[src/rtl/sga_pkg.sv]
// Shared definitions for the Snake Game Arcade control unit.
package sga_pkg;

  localparam int MOVE_TICKS_DEF = 50_000_000;
  localparam int TIMER_W_DEF    = 26;

  typedef enum logic [3:0] {
    INICIAL      = 4'd0,
    PREPARA      = 4'd1,
    NOVA_MACA    = 4'd2,
    RENDERIZA    = 4'd3,
    ESPERA       = 4'd4,
    MOVE         = 4'd5,
    VERIFICA     = 4'd6,
    CRESCE       = 4'd7,
    LIMPA_RENDER = 4'd8,
    PERDEU       = 4'd9,
    GANHOU       = 4'd10
  } sga_state_e;

endpackage

[src/rtl/sga_uc_if.sv]
// Control/status bundle between the control unit (slave) and the datapath side (master).
interface sga_uc_if;
  logic       jogar;
  logic       restart;
  logic [3:0] buttons;
  logic       render_finish;
  logic       apple_eaten;
  logic       collision;
  logic       max_size;
  logic       clear_size;
  logic       count_size;
  logic       render_clr;
  logic       render_count;
  logic       register_apple;
  logic       reset_apple;
  logic       register_direction;
  logic       move_snake;
  logic       game_over;
  logic       won;
  logic [3:0] db_estado;

  modport master (
    output jogar, restart, buttons, render_finish, apple_eaten, collision, max_size,
    input  clear_size, count_size, render_clr, render_count, register_apple,
           reset_apple, register_direction, move_snake, game_over, won, db_estado
  );

  modport slave (
    input  jogar, restart, buttons, render_finish, apple_eaten, collision, max_size,
    output clear_size, count_size, render_clr, render_count, register_apple,
           reset_apple, register_direction, move_snake, game_over, won, db_estado
  );
endinterface

[src/rtl/sga_move_timer.sv]
// Snake step pacing counter; done flags the last cycle of a step period.
module sga_move_timer #(
  parameter int MOVE_TICKS = 50_000_000,
  parameter int TIMER_W    = 26
) (
  input  logic clock,
  input  logic reset,
  input  logic clear,
  input  logic enable,
  output logic done
);

  logic [TIMER_W-1:0] count_q;

  always_ff @(posedge clock or negedge reset) begin
    if (!reset)      count_q <= '0;
    else if (clear)  count_q <= '0;
    else if (enable) count_q <= count_q + TIMER_W'(1);
  end

  assign done = (count_q == TIMER_W'(MOVE_TICKS - 1));

endmodule

[src/rtl/sga_uc.sv]
// Snake Game Arcade control unit: sequences the datapath and paces snake steps.
//  state        | meaning
//  INICIAL      | idle, waiting for jogar
//  PREPARA      | clear size, render counter and apple
//  NOVA_MACA    | latch a new apple position
//  LIMPA_RENDER | clear render counter
//  RENDERIZA    | walk the snake body until render_finish
//  ESPERA       | step delay, capture direction buttons
//  MOVE         | advance the snake one cell
//  VERIFICA     | check collision / apple
//  CRESCE       | grow the snake
//  PERDEU       | game lost
//  GANHOU       | game won
module sga_uc
  import sga_pkg::*;
#(
  parameter int MOVE_TICKS = MOVE_TICKS_DEF,
  parameter int TIMER_W    = TIMER_W_DEF
) (
  input logic   clock,
  input logic   reset,
  sga_uc_if.slave bus
);

  sga_state_e state_q, state_d;
  logic       timer_done;
  logic       timer_en;

  always_comb begin
    state_d = state_q;
    case (state_q)
      INICIAL:      if (bus.jogar) state_d = PREPARA;
      PREPARA:      state_d = NOVA_MACA;
      NOVA_MACA:    state_d = LIMPA_RENDER;
      LIMPA_RENDER: state_d = RENDERIZA;
      RENDERIZA:    if (bus.render_finish) state_d = ESPERA;
      ESPERA:       if (timer_done) state_d = MOVE;
      MOVE:         state_d = VERIFICA;
      VERIFICA: begin
        if (bus.collision)        state_d = PERDEU;
        else if (bus.apple_eaten) state_d = CRESCE;
        else                      state_d = LIMPA_RENDER;
      end
      CRESCE:       state_d = bus.max_size ? GANHOU : NOVA_MACA;
      PERDEU,
      GANHOU:       if (bus.jogar) state_d = PREPARA;
      default:      state_d = INICIAL;
    endcase
    if (bus.restart && state_q != INICIAL) state_d = PREPARA;
  end

  always_ff @(posedge clock or negedge reset) begin
    if (!reset) state_q <= INICIAL;
    else        state_q <= state_d;
  end

  // Timer only runs while ESPERA persists, so any exit (including restart) leaves it at zero.
  assign timer_en = (state_q == ESPERA) && (state_d == ESPERA);

  sga_move_timer #(
    .MOVE_TICKS (MOVE_TICKS),
    .TIMER_W    (TIMER_W)
  ) u_timer (
    .clock  (clock),
    .reset  (reset),
    .clear  (!timer_en),
    .enable (timer_en),
    .done   (timer_done)
  );

  assign bus.clear_size         = (state_q == PREPARA);
  assign bus.reset_apple        = (state_q == PREPARA);
  assign bus.render_clr         = (state_q == PREPARA) || (state_q == LIMPA_RENDER);
  assign bus.register_apple     = (state_q == NOVA_MACA);
  assign bus.count_size         = (state_q == CRESCE);
  assign bus.move_snake         = (state_q == MOVE);
  assign bus.game_over          = (state_q == PERDEU);
  assign bus.won                = (state_q == GANHOU);
  assign bus.render_count       = (state_q == RENDERIZA) && !bus.render_finish;
  assign bus.register_direction = (state_q == ESPERA) && (|bus.buttons);
  assign bus.db_estado          = state_q;

endmodule

[src/flat_wrapper.sv]
// flat-port wrapper written by rule: the top's interface ports become plain ports
module sga_uc_flat import sga_pkg::*;
#(
  parameter int MOVE_TICKS = MOVE_TICKS_DEF,
  parameter int TIMER_W    = TIMER_W_DEF
)
  (clock, reset, bus_jogar, bus_restart, bus_buttons, bus_render_finish, bus_apple_eaten, bus_collision, bus_max_size, bus_clear_size, bus_count_size, bus_render_clr, bus_render_count, bus_register_apple, bus_reset_apple, bus_register_direction, bus_move_snake, bus_game_over, bus_won, bus_db_estado);
  sga_uc_if bus_i ();
  input logic clock;
  input logic reset;
  input wire logic [$bits(bus_i.jogar)-1:0] bus_jogar;
  input wire logic [$bits(bus_i.restart)-1:0] bus_restart;
  input wire logic [$bits(bus_i.buttons)-1:0] bus_buttons;
  input wire logic [$bits(bus_i.render_finish)-1:0] bus_render_finish;
  input wire logic [$bits(bus_i.apple_eaten)-1:0] bus_apple_eaten;
  input wire logic [$bits(bus_i.collision)-1:0] bus_collision;
  input wire logic [$bits(bus_i.max_size)-1:0] bus_max_size;
  output wire logic [$bits(bus_i.clear_size)-1:0] bus_clear_size;
  output wire logic [$bits(bus_i.count_size)-1:0] bus_count_size;
  output wire logic [$bits(bus_i.render_clr)-1:0] bus_render_clr;
  output wire logic [$bits(bus_i.render_count)-1:0] bus_render_count;
  output wire logic [$bits(bus_i.register_apple)-1:0] bus_register_apple;
  output wire logic [$bits(bus_i.reset_apple)-1:0] bus_reset_apple;
  output wire logic [$bits(bus_i.register_direction)-1:0] bus_register_direction;
  output wire logic [$bits(bus_i.move_snake)-1:0] bus_move_snake;
  output wire logic [$bits(bus_i.game_over)-1:0] bus_game_over;
  output wire logic [$bits(bus_i.won)-1:0] bus_won;
  output wire logic [$bits(bus_i.db_estado)-1:0] bus_db_estado;
  assign bus_i.jogar = bus_jogar;
  assign bus_i.restart = bus_restart;
  assign bus_i.buttons = bus_buttons;
  assign bus_i.render_finish = bus_render_finish;
  assign bus_i.apple_eaten = bus_apple_eaten;
  assign bus_i.collision = bus_collision;
  assign bus_i.max_size = bus_max_size;
  assign bus_clear_size = bus_i.clear_size;
  assign bus_count_size = bus_i.count_size;
  assign bus_render_clr = bus_i.render_clr;
  assign bus_render_count = bus_i.render_count;
  assign bus_register_apple = bus_i.register_apple;
  assign bus_reset_apple = bus_i.reset_apple;
  assign bus_register_direction = bus_i.register_direction;
  assign bus_move_snake = bus_i.move_snake;
  assign bus_game_over = bus_i.game_over;
  assign bus_won = bus_i.won;
  assign bus_db_estado = bus_i.db_estado;
  sga_uc #(.MOVE_TICKS(MOVE_TICKS), .TIMER_W(TIMER_W)) u_core (.clock(clock), .reset(reset), .bus(bus_i));
endmodule
[config.mk]
export PLATFORM = sky130hd
export DESIGN_NAME = sga_uc_flat
export DESIGN_NICKNAME = d
export VERILOG_FILES = /design/src/rtl/sga_pkg.sv /design/src/rtl/sga_uc_if.sv /design/src/rtl/sga_move_timer.sv /design/src/rtl/sga_uc.sv /design/src/flat_wrapper.sv
export SDC_FILE = /design/constraint.sdc
export NUM_CORES = 1
export LEC_CHECK = 0
export BUFFER_PORTS_ARGS = -buffer_cell sky130_fd_sc_hd__buf_2
export CAP_MARGIN = 20
export CORE_ASPECT_RATIO = 1.4
export CORE_MARGIN = 2
export CORE_UTILIZATION = 57
export DETAILED_ROUTE_END_ITERATION = 8
export GPL_TIMING_DRIVEN = 0
export PLACE_DENSITY = 0.79
export SLEW_MARGIN = 10
export SYNTH_ARGS = -nofsm -noshare
export SYNTH_HDL_FRONTEND = slang
export SYNTH_SLANG_ARGS = --single-unit
[constraint.sdc]
create_clock -name clock -period 2.3 [get_ports clock]
set_clock_uncertainty 0.1 [all_clocks]
set_input_delay 0.345 -clock clock [delete_from_list [all_inputs] [get_ports clock]]
set_output_delay 0.345 -clock clock [all_outputs]
set_load 0.02 [all_outputs]
==> out/qor.yml, run 1 <==
global_routing:
  grt_pass1_vias: 1596
  grt_use_total_pct: 25.4
  antenna_found_initial: 0
  grt-ovfl-total: 0
  grt_max_degree: 31
  grt_pass1_wl_um: 7190
critical_path:
  r2r_slack_ns: 0.20
  crit_slowest_cell: "clkbuf_1"
  crit_buf_inv: 4
  required_ns: 1.86
  cp_max_fo: 10
  critPathLaunch: "u_core.bus.db_estado[3]$_DFF_PN0_"
  cp.arrival_ns: 1.72
  critical-path-max-stage-delay_ns: 0.37
  critPathKind: "reg -> out"
  r2r-end: "u_core.u_timer.count_q[24]$_DFF_PN0_"
  critPathCaptureType: "primary output"
  cp-endpoint: "bus_reset_apple"
  reg2reg_depth: 5
  cp.depth: 5
  crit_chain: "clkbuf_1 -> clkbuf_2 -> nor3_1 -> buf_4 -> buf_2"
  start_kind: "flop"
  r2r_start: "u_core.u_timer.count_q[13]$_DFF_PN0_"
  cp_top_family: "buffers and inverters"
floorplanning:
  die_h_um: 71.8
  design.core.area_sq_mm: 0.00312
  num_io_pins: 26
  rows: 24
  die_w_um: 52.4
  dieArea_sq_mm: 0.00376
  start_util_pct: 59.9
layout:
  fillers: 266
  mostFrequentLayoutCells: "30 x dfrtp_1, 27 x buf_2, 16 x a21oi_1"
  design_area_sq_mm: 0.00217
  diodes: 0
  drive_above_1_share_pct: 21.8
  syn2layout_area_growth_pct: 15.9
  final_core_util_pct: 69.4
  final_net_count: 251
  final_common_cell: "dfrtp_1"
timing:
  final.setup.worst_slack_ns: 0.135
  post-route-period-util_pct: 94.1
  hold_violations: 30
  worst_slew_pin_slew_ns: 0.654
  max_slew_margin_pct: 56.4
  setup_viol: 0
  holdWs_ns: -0.0155
  rsz0062_at_grt: "no"
  drv_slew: 0
  post-route-min-period_ns: 2.17
  fin_tns_setup_ns: 0
  max_freq_mhz: 462
yosys:
  syn-cell-area_sq_mm: 0.00187
  syn_area_per_cell_sq_um: 9.04
  ys_warn_count: 0
  synth_flop_cell: "dfrtp_1"
  synth_top_area_cell: "dfrtp_1"
  synth_area_leaders: "dfrtp_1 40%, o31ai_1 4.4%, a21oi_1 4.3%"
  ys_types: 51
  synth_top_cell_area_share_pct: 40.1
  async_flop_share_pct: 100
  synth_nets: 220
  synth_edf_count: 0
  seq_area_frac_synth_pct: 40.1
  synth-seq-cells: 30
  syn_inst: 207
placement:
  dp_hpwl_um: 3030
  gp_congestion: 0.812
  pre_cts_ws_ns: -0.0258
  placed_area_sq_mm: 0.00204
  port_buffers: 25
detailed_routing:
  vias: 1704
  final_antenna_net_count: 0
  first_pass_iters: 4
  vias_per_cell: 6.13
  initialDrtViolationCount: 56
  wirelength_um: 4220
  drc_errors: 0
  routedWlPerCell_um: 15.2
clocking:
  cts_made_buffers: 5
  cts_tree: "yes"
  insertion_delay_ns: 0.28
  cts_buffer_depth: 2
  post_cts_buffers: 0
  cts_root_buf: "clkbuf_8"
  htree_levels: 2
  cts_sinks: 30
  cts.clk_slew.worst_paths_ns: 0.06
hold_path:
  min_path_type: "in -> async"
run_status:
  violations: "hold timing"
  status: "finished with violations"
pwr:
  power.density_mw_per_mm2: 848
  p_leak_uw: 0.000856
  vdd_drop_max_uv: 1080
flow_run:
  maxCapViolations: 0
## per-stage QoR
step                cells  total power [uW]
detailed placement    271              1340
CTS                   279              1830
global route          278              1940
global placement      271              1330
finish                278              1840
floorplan             207              1130
## layer usage
layer	GRT usage (%)	part of all wire, %
met2	43.5	51
met4	11.7	3.0
met1	29.8	42
met3	5.00	4.0
met5	0	0
## power by group
part / internal [uW] / leakage (uW) / total, uW / switching [uW]
logic: 282 / 0.000384 / 714 / 432
registers: 562 / 0.000414 / 630 / 67.4
clock network: 302 / 0.0000575 / 494 / 192
## sequential cells by signal, summed over array words and instances, names as in the netlist
signal,cells
u_core.u_timer.count_q,26
u_core.bus.db_estado,4
## worst min path at each step
stage	start	endpoint	slack, ns
detailed placement	reset	u_core.u_timer.count_q[23]$_DFF_PN0_	0.31
floorplan	reset	u_core.bus.db_estado[0]$_DFF_PN0_	-0.05
global placement	reset	u_core.u_timer.count_q[21]$_DFF_PN0_	0.31
finish	reset	u_core.u_timer.count_q[17]$_DFF_PN0_	-0.02
global route	reset	u_core.u_timer.count_q[21]$_DFF_PN0_	0.05
CTS	reset	u_core.u_timer.count_q[23]$_DFF_PN0_	0.01
## logic make-up (layout without fill, tap and decap cells)
family / count (synthesis) / in the layout / synth area share [%]
XOR/XNOR: 12 / 12 / 5.62
buffers and inverters: 16 / 48 / 4.55
adder cells (fa/ha/maj): 1 / 1 / 0.669
AO/OA/AOI/OAI: 47 / 47 / 16.3
multiplexers: 1 / 1 / 0.535
AND/OR/NAND/NOR: 100 / 100 / 32.2
flip-flops: 30 / 30 / 40.1
## synth_stat cells (all sizes together) (3+ instances only)
cell     n
and4     3
a21oi   17
or3      6
and3     3
or4      9
clkbuf   7
nand4   11
nand2b   6
o21ai    8
xnor2    4
nand3   11
buf      7
nor4     3
nand2   14
dfrtp   30
nor4b    3
nor2    15
nor3     5
o31ai   11
xor2     8
## final cells by class
| type | instances | area (sq um) | area share [%] |
|---|---|---|---|
| timing repair buffer | 25 | 125 | 5.77 |
| multi-input combinational | 161 | 1050 | 48.4 |
| sequential | 30 | 751 | 34.6 |
| clock buffer | 8 | 110 | 5.08 |
| inverter | 2 | 7.51 | 0.346 |
| buffer | 13 | 77.6 | 3.58 |
| tap | 39 | 48.8 | 2.25 |
## worst reg2reg max path: stages, from the launching register on
cell     delay (ns)
dfrtp_1        0.46
nand4_2        0.16
or4_1          0.57
buf_2          0.18
or4_4          0.42
a21oi_2        0.15
## repair_timing
| item | 4_1_cts | 5_1_grt |
|---|---|---|
| pin swaps | 0 | 0 |
| hold endpoints to repair | 0 | 0 |
| resized for setup | 1 | 5 |
| setup endpoints to repair | 10 | 22 |
| hold buffers | 0 | 0 |
(Power assumes the default switching activity.)
==> inputs of run 2 (changes only) <==
--- a/config.mk
+++ b/config.mk
@@ -7,12 +7,15 @@
 export LEC_CHECK = 0
 export BUFFER_PORTS_ARGS = -buffer_cell sky130_fd_sc_hd__buf_2
 export CAP_MARGIN = 20
+export CELL_PAD_IN_SITES_DETAIL_PLACEMENT = 1
+export CELL_PAD_IN_SITES_GLOBAL_PLACEMENT = 1
 export CORE_ASPECT_RATIO = 1.4
 export CORE_MARGIN = 2
-export CORE_UTILIZATION = 57
+export CORE_UTILIZATION = 43
 export DETAILED_ROUTE_END_ITERATION = 8
+export GPL_ROUTABILITY_DRIVEN = 0
 export GPL_TIMING_DRIVEN = 0
-export PLACE_DENSITY = 0.79
+export PLACE_DENSITY_LB_ADDON = 0.1
 export SLEW_MARGIN = 10
 export SYNTH_ARGS = -nofsm -noshare
 export SYNTH_HDL_FRONTEND = slang
==> run 2 against run 1 <==
  * The flow still finishes with violations (hold timing)
  * Power shrank 1.4%
  * Global-route usage decreased by 2.0 points
  * First-iteration DRC count fell by 8.9%
  * Combinational power increased by 2%
  * Wire length is 22% higher
  * Non-clock buffer count did not move
  * Final area decreased by 0.58%
  * Via count is 4.6% higher
  * Cell count is 2.2% higher
  * Setup slack gained 0.019 ns
  * Fmax increased by 0.90%
  * Utilization is 18 points lower
  * Highest routed layer unchanged
==> out/qor.yml, run 2 (synthesis gave the netlist of run 1 again) <==
floorplanning:
  die_h_um: 82.0
  design.core.area_sq_mm: 0.00420
  num_io_pins: 26
  start_util_pct: 44.5
  dieArea_sq_mm: 0.00490
  rows: 28
  die_w_um: 59.7
timing:
  post-route-min-period_ns: 2.15
  drv_slew: 0
  final.setup.worst_slack_ns: 0.154
  worst_slew_pin_slew_ns: 0.665
  post-route-period-util_pct: 93.3
  hold_violations: 27
  max_freq_mhz: 466
  setup_viol: 0
  max_slew_margin_pct: 55.7
  holdWs_ns: -0.0213
  rsz0062_at_grt: "no"
clocking:
  cts.clk_slew.worst_paths_ns: 0.07
  cts_made_buffers: 5
  htree_levels: 2
  post_cts_buffers: 0
  cts_tree: "yes"
  cts_sinks: 30
  postCtsHoldBufs: 0
  cts_root_buf: "clkbuf_8"
  insertion_delay_ns: 0.29
  cts_buffer_depth: 2
detailed_routing:
  final_antenna_net_count: 0
  drc_errors: 0
  vias_per_cell: 6.27
  initialDrtViolationCount: 51
  routedWlPerCell_um: 18.2
  first_pass_iters: 6
  wirelength_um: 5170
  vias: 1782
run_status:
  violations: "hold timing"
  status: "finished with violations"
layout:
  final_common_cell: "dfrtp_1"
  design_area_sq_mm: 0.00216
  regMostFlops: "u_core.u_timer.count_q"
  fillers: 516
  multi_input_area_sq_mm: 0.00104
  diodes: 0
  mostFrequentLayoutCells: "30 x dfrtp_1, 28 x buf_2, 16 x a21oi_1"
  largest_reg_flops: 26
  final_net_count: 251
  seqCellArea_sq_um: 751
  drive_above_1_share_pct: 21.3
  final_core_util_pct: 51.3
  syn2layout_area_growth_pct: 15.3
placement:
  placed_area_sq_mm: 0.00205
  pre_cts_ws_ns: -0.141
  dp_hpwl_um: 3840
  port_buffers: 25
global_routing:
  grt_pass1_wl_um: 8740
  grt-ovfl-total: 0
  grt_use_total_pct: 23.3
  grt_max_degree: 31
  grt_pass1_vias: 1866
  antenna_found_initial: 0
pwr:
  comb_power_share_pct: 40.0
  vdd_drop_max_uv: 617
  swShare_pct: 40.1
  clockPowerShare_pct: 25.4
  cellInternalPower_uw: 1080
  power_frac_seq_pct: 34.6
  power.density_mw_per_mm2: 841
  p_leak_uw: 0.000843
  p_switching_uw: 728
critical_path:
  cp.arrival_ns: 1.70
  required_ns: 1.86
  critPathKind: "reg -> out"
  critPathCaptureType: "primary output"
  cp_max_fo: 10
  start_kind: "flop"
flow_run:
  maxCapViolations: 0
hold_path:
  min_path_type: "in -> async"
## run 2: metrics by stage
| stage | instances | power (uW) | setup TNS (ns) |
|---|---|---|---|
| floorplan | 207 | 1130 | 0 |
| global placement | 277 | 1330 | -0.516 |
| detailed placement | 277 | 1350 | -1.22 |
| CTS | 285 | 1820 | 0 |
| global route | 284 | 1910 | 0 |
| finish | 284 | 1810 | 0 |
## run 2: worst paths after layout
kind / startpoint / to / slack, ns / depth (start not counted)
min in group clock: bus_jogar / u_core.bus.db_estado[3]$_DFF_PN0_ / 0.26 / 3
hold reg to reg: u_core.u_timer.count_q[0]$_DFF_PN0_ / u_core.u_timer.count_q[0]$_DFF_PN0_ / 0.36 / 1
setup / recovery: u_core.bus.db_estado[3]$_DFF_PN0_ / bus_render_clr / 0.15 / 5
max in group asynchronous: reset / u_core.u_timer.count_q[13]$_DFF_PN0_ / 1.68 / 1
setup reg to reg: u_core.u_timer.count_q[2]$_DFF_PN0_ / u_core.u_timer.count_q[23]$_DFF_PN0_ / 0.21 / 6
hold / removal: reset / u_core.u_timer.count_q[22]$_DFF_PN0_ / -0.02 / 1
## run 2: final cells by class
cell class	count	area share (%)
Tap cell	45	2.61
Buffer	13	3.60
Clock buffer	6	3.83
Clock inverter	2	0.580
Multi-Input combinational cell	161	48.4
Timing Repair Buffer	25	5.80
Sequential cell	30	34.8
Inverter	2	0.348
## run 2: power by group through the flow
| stage | Sequential [uW] | Combinational (uW) | Clock [uW] |
|---|---|---|---|
| finish | 627 | 725 | 459 |
| global route | 633 | 793 | 485 |
| CTS | 601 | 750 | 469 |
| detailed placement | 611 | 744 | 0 |
| global placement | 609 | 723 | 0 |
| floorplan | 642 | 491 | 0 |
## run 2: layer usage
metal  part of all wire (%)  track usage [%]  vias up
li1                       -                -      842
met1                     40             25.8      887
met2                     54             43.5       40
met3                    3.0             3.94       13
met4                    2.5             8.22        0
met5                      0                0        -
## run 2: critical path, cell delays in order (launching register included)
cell	delay (ns)
dfrtp_1	0.34
clkbuf_1	0.37
clkbuf_2	0.31
xnor2_1	0.10
nor3_1	0.12
buf_2	0.19
## run 2: timing repair
action	in CTS	in global routing
endpoints found under the setup margin	11	23
resized for setup	2	3
endpoints found under the hold margin	0	0
==> inputs of run 3 (changes only) <==
--- a/config.mk
+++ b/config.mk
@@ -11,7 +11,7 @@
 export CELL_PAD_IN_SITES_GLOBAL_PLACEMENT = 1
 export CORE_ASPECT_RATIO = 1.4
 export CORE_MARGIN = 2
-export CORE_UTILIZATION = 43
+export CORE_UTILIZATION = 39
 export DETAILED_ROUTE_END_ITERATION = 8
 export GPL_ROUTABILITY_DRIVEN = 0
 export GPL_TIMING_DRIVEN = 0
==> constraint.sdc (replaced) <==
create_clock -name clock -period 1.88 [get_ports clock]
set_clock_uncertainty 0.1 [all_clocks]
set_input_delay 0.282 -clock clock [delete_from_list [all_inputs] [get_ports clock]]
set_output_delay 0.282 -clock clock [all_outputs]
set_load 0.02 [all_outputs]
==> run 3 against run 2 <==
  * The run ends with setup timing left
  * First-iteration DRC count up 25%
  * Global-route usage down 0.83 points
  * Combinational power up 56%
  * Largest power group unchanged
  * Non-clock buffer count up 22
  * Sequential cell count unchanged
  * Power up 35%
  * Setup slack worse by 0.21 ns
  * Critical endpoint is now u_core.u_timer.count_q[25]$_DFF_PN0_
  * Die area up 9.7%
  * Sequential share of layout area down 4.4 points
  * Clock-buffer cell count up 1
  * Critical path depth unchanged
==> out/qor.yml, run 3 (synthesis gave the netlist of run 1 again) <==
run_status:
  status: "finished with violations"
  violations: "setup timing"
layout:
  drive_above_1_share_pct: 41.8
  fillers: 540
  diodes: 0
  final_common_cell: "buf_4"
  largest_reg_flops: 26
  mostFrequentLayoutCells: "28 x buf_4, 24 x buf_2, 18 x dfrtp_1"
  design_area_sq_mm: 0.00251
  regMostFlops: "u_core.u_timer.count_q"
  syn2layout_area_growth_pct: 34.4
  final_net_count: 273
global_routing:
  grt-ovfl-total: 0
  grt_pass1_wl_um: 9490
  grt_pass1_vias: 1974
  grt_use_total_pct: 22.5
  antenna_found_initial: 0
  grt_max_degree: 31
pwr:
  cellInternalPower_uw: 1480
  power.density_mw_per_mm2: 972
  p_switching_uw: 969
  p_leak_uw: 0.000984
  swShare_pct: 39.6
  comb_power_share_pct: 46.1
  total_power_uw: 2450
  power_frac_seq_pct: 31.6
  clockPowerShare_pct: 22.3
  vdd_drop_max_uv: 648
critical_path:
  critPathKind: "reg -> reg"
  cp.arrival_ns: 2.05
  start_kind: "flop"
  required_ns: 1.99
  reg2reg_depth: 5
  cp_max_fo: 5
  critPathCaptureType: "flop"
floorplanning:
  rows: 29
  start_util_pct: 40.9
  die_w_um: 62.5
  die_h_um: 85.9
  design.core.area_sq_mm: 0.00457
  dieArea_sq_mm: 0.00537
  num_io_pins: 26
timing:
  hold_violations: 0
  setup_viol: 7
  final.setup.worst_slack_ns: -0.0546
  post-route-min-period_ns: 1.93
  max_freq_mhz: 517
  rsz0062_at_grt: "yes"
  post-route-period-util_pct: 103
  worst_slew_pin_slew_ns: 0.711
  drv_slew: 0
  max_slew_margin_pct: 52.6
clocking:
  htree_levels: 2
  cts_made_buffers: 5
  cts.clk_slew.worst_paths_ns: 0.07
  cts_sinks: 30
  cts_tree: "yes"
  cts_buffer_depth: 2
  cts_root_buf: "clkbuf_8"
  insertion_delay_ns: 0.29
detailed_routing:
  vias_per_cell: 5.83
  drc_errors: 0
  vias: 1883
  final_antenna_net_count: 0
  routedWlPerCell_um: 18.3
  first_pass_iters: 4
  wirelength_um: 5920
  initialDrtViolationCount: 64
hold_path:
  min_path_type: "in -> reg"
  hold_depth: 3
placement:
  port_buffers: 25
  placed_area_sq_mm: 0.00210
  dp_hpwl_um: 3980
flow_run:
  maxCapViolations: 0
## run 3: cell types whose count changed in the layout (fill, tap and decap cells not counted), moves of 3 or more
cell / change
buf_2: -4
a21oi_1: -6
buf_4: +26
a21oi_2: +6
dfrtp_2: +12
dfrtp_1: -12
clkbuf_1: -3
## run 3: worst paths after layout
kind / from / endpoint / slack (ns)
setup / recovery: u_core.u_timer.count_q[5]$_DFF_PN0_ / u_core.u_timer.count_q[25]$_DFF_PN0_ / -0.05
hold / removal: bus_jogar / u_core.bus.db_estado[3]$_DFF_PN0_ / 0.20
setup reg to reg: u_core.u_timer.count_q[5]$_DFF_PN0_ / u_core.u_timer.count_q[25]$_DFF_PN0_ / -0.05
hold reg to reg: u_core.u_timer.count_q[20]$_DFF_PN0_ / u_core.u_timer.count_q[20]$_DFF_PN0_ / 0.46
max in group asynchronous: reset / u_core.u_timer.count_q[9]$_DFF_PN0_ / 0.69
min in group asynchronous: reset / u_core.u_timer.count_q[21]$_DFF_PN0_ / 0.49
## run 3: what timing repair did
item	in CTS	in global routing
hold endpoints to repair	30	0
setup endpoints to repair	31	32
gates resized for setup	25	32
setup buffers	15	9
gates cloned	1	0
hold buffers	1	0
pin swaps	10	8
## run 3: area by class of cell
class                           count  area, sq um  area share, %
Clock inverter                      1         5.00          0.199
Buffer                              9         76.3           3.03
Multi-Input combinational cell    161         1170           46.6
Tap cell                           62         77.6           3.08
Sequential cell                    30          766           30.4
Clock buffer                        7         86.3           3.43
Inverter                            2         7.51          0.299
Timing Repair Buffer               51          325           12.9
## run 3: power by group through the flow
stage                     Combinational, uW  Clock (uW)  Sequential [uW]
after CTS                              1060         558              775
after floorplan                         641           0              785
after detailed placement                969           0              749
after global routing                   1220         587              780
final                                  1130         544              773
after global placement                  930           0              746
## run 3: critical path, cell delays in order (launching register included)
cell,delay (ns)
dfrtp_1,0.44
and4_4,0.29
nand4_1,0.17
buf_4,0.19
or4_1,0.51
a21oi_1,0.16
## run 3: layer usage
layer | routed length [um] | up-vias | GRT usage, %
met5 | 0 | - | 0
met4 | 216 | 0 | 9.09
met3 | 178 | 16 | 3.67
met2 | 3280 | 42 | 45.2
met1 | 2240 | 942 | 22.6
li1 | - | 883 | -
## run 3: through the flow
step | util (%) | instances | setup TNS [ns] | setup WS [ns] | hold slack, ns
2_1_floorplan | - | 207 | -0.377 | -0.0355 | -0.114
3_3_place_gp | 45.9 | 294 | -4.17 | -0.235 | 0.250
3_5_place_dp | 45.9 | 294 | -6.22 | -0.301 | 0.265
4_1_cts | 51.7 | 315 | -0.385 | -0.0994 | 0.181
5_1_grt | 55.0 | 323 | -2.72 | -0.146 | 0.227
6_report | 55.0 | 323 | -0.250 | -0.0546 | 0.198
